===== src/rtl/lsu_rmw.sv =====
// Load/store unit in front of the single-port data memory: word-indexes byte
// addresses, does read-modify-write for SB/SH and formats sub-word load data.
module lsu_rmw #(
  parameter int DMEM_WORDS = 1024
) (
  input  logic        clk,
  input  logic        resetn,
  input  logic        req_valid,
  output logic        req_ready,
  input  logic        req_we,
  input  logic [2:0]  req_funct3,
  input  logic [31:0] req_addr,
  input  logic [31:0] req_wdata,
  output logic        rsp_valid,
  output logic [31:0] rsp_rdata,
  output logic        rsp_err,
  output logic [31:0] mem_addr,
  output logic        mem_we,
  output logic [31:0] mem_wdata,
  input  logic [31:0] mem_rdata
);

  localparam logic [31:0] DMEM_LIMIT = 32'(DMEM_WORDS);

  typedef enum logic [1:0] {
    IDLE,
    ACCESS,
    MERGE,
    RESP
  } state_e;

  state_e      state_q, state_d;
  logic [31:0] addr_q, addr_d;
  logic [31:0] wdata_q, wdata_d;
  logic [31:0] old_q, old_d;
  logic [31:0] rdata_q, rdata_d;
  logic [2:0]  funct3_q, funct3_d;
  logic        we_q, we_d;
  logic        err_q, err_d;

  logic accept;
  logic req_legal;
  logic req_misaligned;
  logic req_oor;
  logic req_bad;

  function automatic logic [31:0] format_load(input logic [2:0]  f3,
                                              input logic [1:0]  off,
                                              input logic [31:0] word);
    logic [7:0]  b;
    logic [15:0] h;
    logic [31:0] r;
    b = word[{off, 3'b000} +: 8];
    h = off[1] ? word[31:16] : word[15:0];
    case (f3)
      3'b000:  r = {{24{b[7]}}, b};
      3'b001:  r = {{16{h[15]}}, h};
      3'b100:  r = {24'h000000, b};
      3'b101:  r = {16'h0000, h};
      default: r = word;
    endcase
    return r;
  endfunction

  // Only the addressed lane of the old word is replaced; the rest is written back.
  function automatic logic [31:0] merge_store(input logic [2:0]  f3,
                                              input logic [1:0]  off,
                                              input logic [31:0] old,
                                              input logic [15:0] wd);
    logic [31:0] r;
    r = old;
    if (f3[1:0] == 2'b00) begin
      r[{off, 3'b000} +: 8] = wd[7:0];
    end else if (off[1]) begin
      r[31:16] = wd;
    end else begin
      r[15:0] = wd;
    end
    return r;
  endfunction

  assign req_ready = (state_q == IDLE) && resetn;
  assign accept    = req_valid && req_ready;

  always_comb begin
    req_legal      = 1'b0;
    req_misaligned = 1'b0;
    req_oor        = 1'b0;
    if (req_we) begin
      req_legal = (req_funct3 == 3'b000) || (req_funct3 == 3'b001) ||
                  (req_funct3 == 3'b010);
    end else begin
      req_legal = (req_funct3 == 3'b000) || (req_funct3 == 3'b001) ||
                  (req_funct3 == 3'b010) || (req_funct3 == 3'b100) ||
                  (req_funct3 == 3'b101);
    end
    if (req_funct3[1:0] == 2'b01) begin
      req_misaligned = req_addr[0];
    end else if (req_funct3[1:0] == 2'b10) begin
      req_misaligned = (req_addr[1:0] != 2'b00);
    end
    req_oor = ({2'b00, req_addr[31:2]} >= DMEM_LIMIT);
    req_bad = !req_legal || req_misaligned || req_oor;
  end

  always_comb begin
    state_d   = state_q;
    addr_d    = addr_q;
    wdata_d   = wdata_q;
    old_d     = old_q;
    rdata_d   = rdata_q;
    funct3_d  = funct3_q;
    we_d      = we_q;
    err_d     = err_q;
    mem_we    = 1'b0;
    mem_wdata = 32'h0000_0000;

    case (state_q)
      IDLE: begin
        if (accept) begin
          addr_d   = req_addr;
          wdata_d  = req_wdata;
          funct3_d = req_funct3;
          we_d     = req_we;
          if (req_bad) begin
            rdata_d = 32'h0000_0000;
            err_d   = 1'b1;
            state_d = RESP;
          end else begin
            state_d = ACCESS;
          end
        end
      end

      ACCESS: begin
        if (!we_q) begin
          rdata_d = format_load(funct3_q, addr_q[1:0], mem_rdata);
          err_d   = 1'b0;
          state_d = RESP;
        end else if (funct3_q[1:0] == 2'b10) begin
          mem_we    = 1'b1;
          mem_wdata = wdata_q;
          rdata_d   = 32'h0000_0000;
          err_d     = 1'b0;
          state_d   = RESP;
        end else begin
          old_d   = mem_rdata;
          state_d = MERGE;
        end
      end

      MERGE: begin
        mem_we    = 1'b1;
        mem_wdata = merge_store(funct3_q, addr_q[1:0], old_q, wdata_q[15:0]);
        rdata_d   = 32'h0000_0000;
        err_d     = 1'b0;
        state_d   = RESP;
      end

      RESP: begin
        state_d = IDLE;
      end

      default: begin
        state_d = IDLE;
      end
    endcase
  end

  always_ff @(posedge clk or negedge resetn) begin
    if (!resetn) begin
      state_q  <= IDLE;
      addr_q   <= '0;
      wdata_q  <= '0;
      old_q    <= '0;
      rdata_q  <= '0;
      funct3_q <= '0;
      we_q     <= 1'b0;
      err_q    <= 1'b0;
    end else begin
      state_q  <= state_d;
      addr_q   <= addr_d;
      wdata_q  <= wdata_d;
      old_q    <= old_d;
      rdata_q  <= rdata_d;
      funct3_q <= funct3_d;
      we_q     <= we_d;
      err_q    <= err_d;
    end
  end

  assign rsp_valid = (state_q == RESP);
  assign rsp_rdata = rdata_q;
  assign rsp_err   = err_q;
  assign mem_addr  = {2'b00, addr_q[31:2]};

endmodule


===== config.mk =====
export PLATFORM = sky130hd
export DESIGN_NAME = lsu_rmw
export DESIGN_NICKNAME = d
export VERILOG_FILES = /design/src/rtl/lsu_rmw.sv
export SDC_FILE = /design/constraint.sdc
export NUM_CORES = 1
export LEC_CHECK = 0
export BUFFER_PORTS_ARGS = -buffer_cell sky130_fd_sc_hd__clkbuf_2
export CAP_MARGIN = 10
export CORE_ASPECT_RATIO = 0.8
export CORE_UTILIZATION = 52
export CTS_CLUSTER_DIAMETER = 50
export DETAILED_ROUTE_END_ITERATION = 16
export GPL_TIMING_DRIVEN = 0
export HOLD_SLACK_MARGIN = 0.1
export MAX_ROUTING_LAYER = met4
export PLACE_DENSITY_LB_ADDON = 0.3
export SLEW_MARGIN = 20
export SYNTH_ARGS = -nofsm -noshare
export SYNTH_HDL_FRONTEND = slang
export SYNTH_SLANG_ARGS = --single-unit

===== constraint.sdc =====
create_clock -name clk -period 2.69 [get_ports clk]
set_input_delay 0 -clock clk [delete_from_list [all_inputs] [get_ports clk]]
set_output_delay 0 -clock clk [all_outputs]
set_load 0.01 [all_outputs]

==> run summary, run 1 <==
Hold Fails Final Rpt -> 0
combinational share of power -> 48.4%
Hold WS -> 0.139 ns
Seq/Total Area, Yosys -> 48.8%
crit path launch type -> register
relative slew slack -> 51.9%
crit path from -> addr_q[0]$_DFFE_PN0P_
EDFF count, synth -> 0
clk buf depth -> 2
drt first pass iters -> 6
Final Skew -> 0.00616 ns
largest net degree at the start of global routing -> 88
register area -> 3380 µm²
post-synthesis cell type count -> 52
MaxCap Viol Count -> 0
largest cells by area after synthesis -> dfrtp_1 49%, mux2_2 17%, a22o_1 4.0%, buf_4 3.6%, o21ai_0 2.4%
fin nets -> 1026
placed insts -> 962
vias per inst -> 5.81
final std cells w/o fill -> 1100
Worst R2R End -> addr_q[27]$_DFFE_PN0P_
P per Cell Area -> 1200 nW/µm²
wire length after detailed routing -> 22600 µm
Top FF cell, synth -> dfrtp_1
CTS tree -> done
R2R setup slack -> 0.15 ns
Worst Tran Pin Value -> 0.722 ns
Avg Cell Area, Syn -> 11.8 µm²
Tmin final -> 2.64 ns
clock-pin slew of the registers on the worst-case setup and hold paths -> 0.06 ns
DP HPWL -> 15100 µm
worst setup slack after layout -> 0.0491 ns
global-route wire length before repair -> 33900 µm
post-synthesis cell area -> 6920 µm²
antenna cell count -> 0
worst slack, placed -> 0.0178 ns
Seq cells post-synth -> 135
Die H -> 105 µm
Critical Path Slowest Stage Cell -> dfrtp_1
FF-to-FF path depth -> 7
Multi-input gate area -> 3170 µm²
post-route cell area -> 9930 µm²
Synth-to-Final Area Change -> 43.5%
P_leak -> 4.71 nW
Worst Path Buf+Inv -> 3
Setup violations, final -> 0
clk sink count -> 135
Worst IR Drop VDD -> 0.692 mV
status -> finished, final reports clean
Reg power frac -> 31.7%
WP data required -> 2.69 ns
sw frac -> 38.9%
IO Pins -> 203
Clk pwr share -> 20.0%
CP cell instances -> buf_2 -> inv_1 -> ha_4 -> nor2_1 -> a41o_1 -> a21oi_1 -> nor2b_2 -> a22o_1 -> clkbuf_2
overall routing resource usage -> 34.5%
P_sw -> 4.62 mW
Vias -> 6386
Worst-Skew Late Latency -> 0.42 ns
CP delay by family, top -> compound AO/OA/AOI/OAI gates
Port Buffers -> 200
ratio of cells with drive above 1 in the final layout -> 45.2%
Max Slew Vio Count -> 0
# H-tree levels -> 4
Crit path depth -> 9
drt wl/cell -> 20.6 µm
DRT iter0 DRCs -> 542
Worst Setup End Kind -> primary output
drc violations -> 0
Chip Width -> 131 µm
largest fanout on the critical path -> 9
full die area -> 13800 µm²
antenna-violating nets left -> 0
Congestion Overflow GR -> 0
fill count -> 797
YS warnings -> 0
critical path type -> register to primary output
CP max stage delay -> 0.38 ns
CTS root buf -> clkbuf_16
Synth async-reset ratio -> 100%
Rows -> 37
Synth top cells by count -> 135 x dfrtp_1, 106 x mux2_2, 33 x buf_4, 33 x o21ai_0, 32 x a22o_1
Internal -> 7.27 mW
vias in the first global route -> 6448
CP arrival -> 2.64 ns
Critical R2R Launch -> state_q[0]$_DFFE_PN0N_
area leader, netlist -> dfrtp_1
CTS buffer count -> 17
initial cell density of the core -> 53.6%
CORE AREA -> 12900 µm²
fmax -> 0.379 GHz
fin crit share -> 98.2%
Synth Instances -> 585
most frequent cell after synthesis -> dfrtp_1
GP Congestion -> 0.912
hold crit path type -> input pin to async pin
DP Area -> 8180 µm²
post-synth top area share -> 48.8%
initial antenna violation count -> 0
==> routing by layer <==
| layer | wire length (µm) | global-route usage, % | vias up | share of wire [%] |
|---|---|---|---|---|
| met3 | 1930 | 6.24 | 76 | 8.5 |
| met1 | 8810 | 42.2 | 3159 | 39 |
| li1 | - | - | 2766 | - |
| met4 | 926 | 17.0 | 0 | 4.1 |
| met2 | 11000 | 55.0 | 385 | 48 |
| met5 | 0 | - | - | 0 |
==> stage by stage <==
| stage | total power, mW | TNS, ns | util [%] |
|---|---|---|---|
| 2_1_floorplan | 7.17 | 0 | - |
| 3_3_place_gp | 8.73 | -236.73 | 63.1 |
| 3_5_place_dp | 8.96 | 0 | 63.4 |
| 4_1_cts | 11.6 | 0 | 76.3 |
| 5_1_grt | 12.4 | -0.0949 | 76.9 |
| 6_report | 11.9 | 0 | 76.9 |
==> cells by family after synthesis <==
| logic type | count (synthesis) | share of synthesized area, % |
|---|---|---|
| other | 1 | 0.0542 |
| multiplexers | 111 | 18.0 |
| AND/OR/NAND/NOR | 114 | 9.29 |
| flip-flops | 135 | 48.8 |
| adder cells (fa/ha/maj) | 11 | 1.99 |
| buffers and inverters | 74 | 6.40 |
| AO/OA/AOI/OAI | 139 | 15.5 |
==> cell usage in the layout, fill, tap and decap left out, drive strengths merged, types with 6 or more instances in the layout <==
cell,instances
a222oi,8
o21a,7
dfrtp,135
nor4,6
dlygate4sd3,102
a22o,32
nor2,23
clkbuf,242
ha,11
nand2,25
mux2,106
nand2b,26
o41ai,8
nor3,8
nor2b,12
buf,56
o22ai,6
o21ai,34
a22oi,16
a21oi,14
==> cell type report <==
cell class              count  area share (%)
repair buffers            310            21.3
inverters                   6           0.265
plain buffers              65            4.26
clock inverters             7           0.920
flip-flops and latches    135            34.0
well taps                 175            2.20
multi-input cells         377            31.9
clock buffers              25            5.09
==> state kept, by name (all words and copies together) (netlist names) <==
register and cells:
old_q 32, funct3_q 3, rsp_rdata 32, we_q 1
rsp_err 1, state_q 2, wdata_q 32, addr_q 32
==> worst max path at each step <==
stage                                            to  slack [ns]
final                                  mem_wdata[1]        0.05
after global routing                   mem_wdata[7]       -0.03
after CTS                              mem_wdata[1]       0.003
after detailed placement               mem_wdata[1]        0.02
after global placement     rsp_rdata[8]$_DFFE_PN0P_       -2.21
after floorplan           rsp_rdata[10]$_DFFE_PN0P_        0.49
==> power groups by stage <==
stage | clock [mW] | combinational (mW) | sequential (mW)
2_1_floorplan | 0 | 3.57 | 3.60
3_3_place_gp | 0 | 5.05 | 3.68
3_5_place_dp | 0 | 5.22 | 3.74
4_1_cts | 2.38 | 5.46 | 3.72
5_1_grt | 2.47 | 6.13 | 3.85
6_report | 2.37 | 5.75 | 3.77
==> repair_timing <==
action	in CTS	in global routing
pin swaps	1	1
buffers inserted	2	5
setup endpoints to repair	32	82
resized for setup	10	22
hold endpoints to repair	210	0
hold buffers	102	0
Power figures use the tool's default switching activity.
==> run 2, diff against run 1 <==
--- a/config.mk
+++ b/config.mk
@@ -6,9 +6,9 @@
 export NUM_CORES = 1
 export LEC_CHECK = 0
 export BUFFER_PORTS_ARGS = -buffer_cell sky130_fd_sc_hd__clkbuf_2
-export CAP_MARGIN = 10
 export CORE_ASPECT_RATIO = 0.8
 export CORE_UTILIZATION = 52
+export CTS_BUF_LIST = sky130_fd_sc_hd__clkbuf_16
 export CTS_CLUSTER_DIAMETER = 50
 export DETAILED_ROUTE_END_ITERATION = 16
 export GPL_TIMING_DRIVEN = 0
==> run 2 against run 1 <==
Sequential power hardly changed. Clock skew rose by 0.0025 ns. Register-to-register slack worse by 0.03 ns. Utilization fell by 0.43 points. Critical path depth unchanged. Count of clock-buffer cells in the layout down 8. Cell count did not move. Clock power fell by 6%. Worst hold slack got worse by 0.0069 ns. Fmax grew 0.60%.
==> run summary, run 2 (synthesized netlist as in run 1, its figures left out) <==
status -> finished, final reports clean
CORE AREA -> 12900 µm²
antenna cell count -> 0
MaxCap Viol Count -> 0
IO Pins -> 203
vias in the first global route -> 6442
Port Buffers -> 200
fill count -> 822
ratio of cells with drive above 1 in the final layout -> 44.8%
CP max stage delay -> 0.37 ns
initial cell density of the core -> 53.6%
CTS root buf -> clkbuf_16
Die H -> 105 µm
initial antenna violation count -> 0
P per Cell Area -> 1180 nW/µm²
Chip Width -> 131 µm
Critical Path Slowest Stage Cell -> dfrtp_1
Vias -> 6371
P_leak -> 4.69 nW
Worst Path Buf+Inv -> 3
fin crit share -> 97.6%
CTS buffer count -> 17
Max Slew Vio Count -> 0
critical path type -> register to primary output
Worst Setup End Kind -> primary output
wire length after detailed routing -> 22500 µm
fin nets -> 1026
CP arrival -> 2.63 ns
most frequent cells in the layout -> 203 x clkbuf_2, 135 x dfrtp_1, 106 x mux2_2
Final Util -> 76.5%
clk buf depth -> 2
GP Congestion -> 0.912
Worst IR Drop VDD -> 0.675 mV
Hold Fails Final Rpt -> 0
Setup violations, final -> 0
DRT iter0 DRCs -> 409
crit path launch type -> register
drt first pass iters -> 6
clk sink count -> 135
global-route wire length before repair -> 34000 µm
DP HPWL -> 15100 µm
CP delay by family, top -> compound AO/OA/AOI/OAI gates
clock-pin slew of the registers on the worst-case setup and hold paths -> 0.06 ns
full die area -> 13800 µm²
CTS tree -> done
largest fanout on the critical path -> 9
hold crit path type -> input pin to async pin
largest net degree at the start of global routing -> 88
vias per inst -> 5.79
relative slew slack -> 50.4%
commonest non-fill, non-tap cell in the layout -> clkbuf_2
Congestion Overflow GR -> 0
drc violations -> 0
Rows -> 37
CP cell instances -> buf_2 -> inv_1 -> ha_4 -> nor2_1 -> a41o_1 -> a21oi_1 -> nor2b_2 -> a22o_1 -> clkbuf_2
Final Skew -> 0.00869 ns
# H-tree levels -> 4
Worst Tran Pin Value -> 0.743 ns
antenna-violating nets left -> 0
overall routing resource usage -> 34.6%
Synth-to-Final Area Change -> 42.7%
Worst-Skew Late Latency -> 0.43 ns
fmax -> 0.381 GHz
Tmin final -> 2.63 ns
WP data required -> 2.69 ns
drt wl/cell -> 20.5 µm
setup TNS -> 0 ns
[run 2: cell count changes in the layout (fill, tap and decap cells not counted), sizes merged]
cell    before  now
buf         56   57
clkbuf     242  233
clkinv       4    9
inv          5    8
[run 2: final cells by class]
class                           instances  area, µm²  share of cell area (%)
Inverter                                6       26.3                   0.266
Tap cell                              175        219                    2.22
Buffer                                 65        423                    4.28
Sequential cell                       135       3380                    34.2
Clock inverter                         15        121                    1.23
Clock buffer                           17        425                    4.31
Timing Repair Buffer                  310       2120                    21.4
Multi-Input combinational cell        377       3170                    32.1
[run 2: path summary, 6_finish.rpt]
| path | start | endpoint | slack, ns | cells past startpoint |
|---|---|---|---|---|
| worst min register to register | addr_q[22]$_DFFE_PN0P_ | addr_q[22]$_DFFE_PN0P_ | 0.51 | 1 |
| min in group clk | req_wdata[2] | wdata_q[2]$_DFFE_PN0P_ | 0.35 | 3 |
| worst max register to register | state_q[1]$_DFFE_PN0N_ | rsp_rdata[8]$_DFFE_PN0P_ | 0.12 | 10 |
| worst max-delay path | addr_q[0]$_DFFE_PN0P_ | mem_wdata[6] | 0.06 | 9 |
| max in group asynchronous | resetn | rsp_rdata[7]$_DFFE_PN0P_ | 1.94 | 3 |
| worst min-delay path | resetn | wdata_q[16]$_DFFE_PN0P_ | 0.13 | 2 |
[run 2: stage by stage]
step	setup slack (ns)	cells	hold WS [ns]	power, mW	area [µm²]
detailed placement	0.0178	962	0.0983	8.96	8180
finish	0.0649	1100	0.132	11.7	9880
global placement	-2.21	961	0.233	8.73	8150
global route	-0.0219	1100	0.179	12.3	9880
CTS	0.00406	1097	0.217	11.4	9800
floorplan	0.493	586	-0.296	7.17	6930
[run 2: timing repair]
item | in CTS | in global routing
hold endpoints to repair | 210 | 0
gates resized for setup | 10 | 23
pin swaps | 1 | 2
setup endpoints to repair | 32 | 82
hold buffers | 102 | 0
setup buffers | 2 | 5
[run 2: worst reg2reg max path, delay by kind of cell, from the launching register on]
kind	cells	cell delay [ns]
flip-flops	1	0.43
adder cells (fa/ha/maj)	1	0.22
buffers and inverters	4	0.55
AND/OR/NAND/NOR	4	0.86
AO/OA/AOI/OAI	1	0.39
[run 2: routing by layer]
layer / vias up / global-route usage [%] / part of all wire (%)
met2: 363 / 55.3 / 48
met4: 0 / 16.6 / 4.1
li1: 2761 / - / -
met5: - / - / 0
met3: 84 / 7.31 / 8.0
met1: 3163 / 41.7 / 40
[run 2: power by group]
part | switching (mW) | internal [mW]
sequential | 0.724 | 3.04
clock | 0.891 | 1.33
combinational | 2.97 | 2.74
==> run 3, diff against run 2 <==
==> constraint.sdc (replaced) <==
create_clock -name clk -period 2.8 [get_ports clk]
set_input_delay 0 -clock clk [delete_from_list [all_inputs] [get_ports clk]]
set_output_delay 0 -clock clk [all_outputs]
set_load 0.01 [all_outputs]
==> run 3 against run 2 <==
Count of clock-buffer cells in the layout unchanged. Flip-flop and latch count stayed put. Critical path depth grew 1. Sequential power fell by 4%. Combinational power down 5.1%. First-iteration DRC count rose by 11%. Register-to-register slack gained 0.10 ns. Total power shrank 4.6%. Die area unchanged. Highest routed layer unchanged.
==> run summary, run 3 (synthesized netlist as in run 1, its figures left out) <==
crit path launch type -> register
drt first pass iters -> 5
Internal -> 6.79 mW
combinational share of power -> 48.6%
Crit path top cell by count -> clkbuf_2
overall routing resource usage -> 34.6%
FF-to-FF path depth -> 10
Max Slew Vio Count -> 0
drc violations -> 0
global-route wire length before repair -> 33900 µm
worst slack, placed -> 0.128 ns
status -> finished, final reports clean
initial antenna violation count -> 0
CTS root buf -> clkbuf_16
GP Congestion -> 0.912
Rows -> 37
fin crit share -> 96.0%
Synth-to-Final Area Change -> 42.2%
P per Cell Area -> 1130 nW/µm²
full die area -> 13800 µm²
WP data required -> 2.80 ns
fill count -> 827
initial cell density of the core -> 53.6%
Worst R2R End -> rsp_rdata[8]$_DFFE_PN0P_
P_leak -> 4.68 nW
MaxCap Viol Count -> 0
fmax -> 0.372 GHz
Worst-Skew Late Latency -> 0.42 ns
drt wl/cell -> 20.4 µm
Final Util -> 76.2%
clk sink count -> 135
vias per inst -> 5.73
DP HPWL -> 15100 µm
Worst Tran Pin Value -> 0.713 ns
hold crit path type -> input pin to async pin
Congestion Overflow GR -> 0
Die H -> 105 µm
ratio of cells with drive above 1 in the final layout -> 44.4%
Vias -> 6298
Setup violations, final -> 0
Hold Fails Final Rpt -> 0
largest fanout on the critical path -> 10
clk buf depth -> 2
most frequent cells in the layout -> 204 x clkbuf_2, 135 x dfrtp_1, 106 x mux2_2
Port Buffers -> 200
CP max stage delay -> 0.39 ns
Worst Path Buf+Inv -> 4
sw frac -> 39.1%
Reg power frac -> 32.3%
worst setup slack after layout -> 0.112 ns
CP arrival -> 2.69 ns
P_sw -> 4.36 mW
Worst Setup End Kind -> primary output
commonest non-fill, non-tap cell in the layout -> clkbuf_2
wire length after detailed routing -> 22400 µm
Critical Path Slowest Stage Cell -> dfrtp_1
clock-pin slew of the registers on the worst-case setup and hold paths -> 0.06 ns
CP delay by family, top -> buffers and inverters
Chip Width -> 131 µm
CORE AREA -> 12900 µm²
Critical R2R Launch -> state_q[1]$_DFFE_PN0N_
Clk pwr share -> 19.1%
Tmin final -> 2.69 ns
largest net degree at the start of global routing -> 88
CTS tree -> done
R2R setup slack -> 0.22 ns
vias in the first global route -> 6399
Worst IR Drop VDD -> 0.647 mV
relative slew slack -> 52.4%
fin nets -> 1025
CTS buffer count -> 17
IO Pins -> 203
DRT iter0 DRCs -> 452
Final Skew -> 0.00511 ns
critical path type -> register to primary output
# H-tree levels -> 4
antenna-violating nets left -> 0
CP cell instances -> buf_4 -> clkinvlp_4 -> ha_4 -> nor2_1 -> a41o_1 -> a21oi_1 -> nor2b_1 -> clkbuf_2 -> a22o_1 -> clkbuf_2
antenna cell count -> 0
run 3: through the flow:
step | instances | power [mW] | area [µm²] | setup TNS [ns] | hold WS [ns]
2_1_floorplan | 586 | 6.89 | 6930 | 0 | -0.296
3_3_place_gp | 961 | 8.38 | 8150 | -210.44 | 0.233
3_5_place_dp | 962 | 8.61 | 8180 | 0 | 0.0983
4_1_cts | 1098 | 10.9 | 9800 | 0 | 0.217
5_1_grt | 1099 | 11.7 | 9850 | -0.0194 | 0.171
6_report | 1099 | 11.2 | 9850 | 0 | 0.122
run 3: power by group through the flow:
stage / sequential, mW / combinational [mW] / clock (mW)
final: 3.61 / 5.42 / 2.13
after CTS: 3.57 / 5.23 / 2.14
after global routing: 3.69 / 5.80 / 2.22
after detailed placement: 3.59 / 5.01 / 0
after floorplan: 3.46 / 3.43 / 0
after global placement: 3.53 / 4.85 / 0
run 3: cell type report:
cell class | count | area [µm²] | share of cell area [%]
timing repair buffer | 308 | 2100 | 21.3
tap | 175 | 219 | 2.22
sequential | 135 | 3380 | 34.3
inverter | 6 | 26.3 | 0.267
multi-input combinational | 377 | 3150 | 32.0
clock inverter | 15 | 121 | 1.23
clock buffer | 17 | 425 | 4.32
buffer | 66 | 423 | 4.29
run 3: worst max-delay path by stage:
stage,cells after the start,from,endpoint
after global placement,7,resetn,rsp_rdata[8]$_DFFE_PN0P_
after CTS,10,state_q[1]$_DFFE_PN0N_,mem_wdata[26]
final,10,addr_q[1]$_DFFE_PN0P_,mem_wdata[6]
after global routing,10,addr_q[1]$_DFFE_PN0P_,mem_wdata[7]
after detailed placement,10,addr_q[1]$_DFFE_PN0P_,mem_wdata[1]
after floorplan,10,state_q[1]$_DFFE_PN0N_,rsp_rdata[10]$_DFFE_PN0P_
run 3: what timing repair did:
item / CTS / global route
hold buffers: 102 / 0
hold endpoints to repair: 210 / 0
pin swaps: 1 / 0
gates resized for setup: 7 / 17
buffers inserted: 2 / 3
setup endpoints to repair: 32 / 76
run 3: layer usage:
metal,global-route usage (%),vias up,share of wire (%)
met5,-,-,0
met4,16.5,0,4.1
met3,7.31,83,8.1
met2,55.0,353,48
met1,41.9,3095,40
li1,-,2767,-
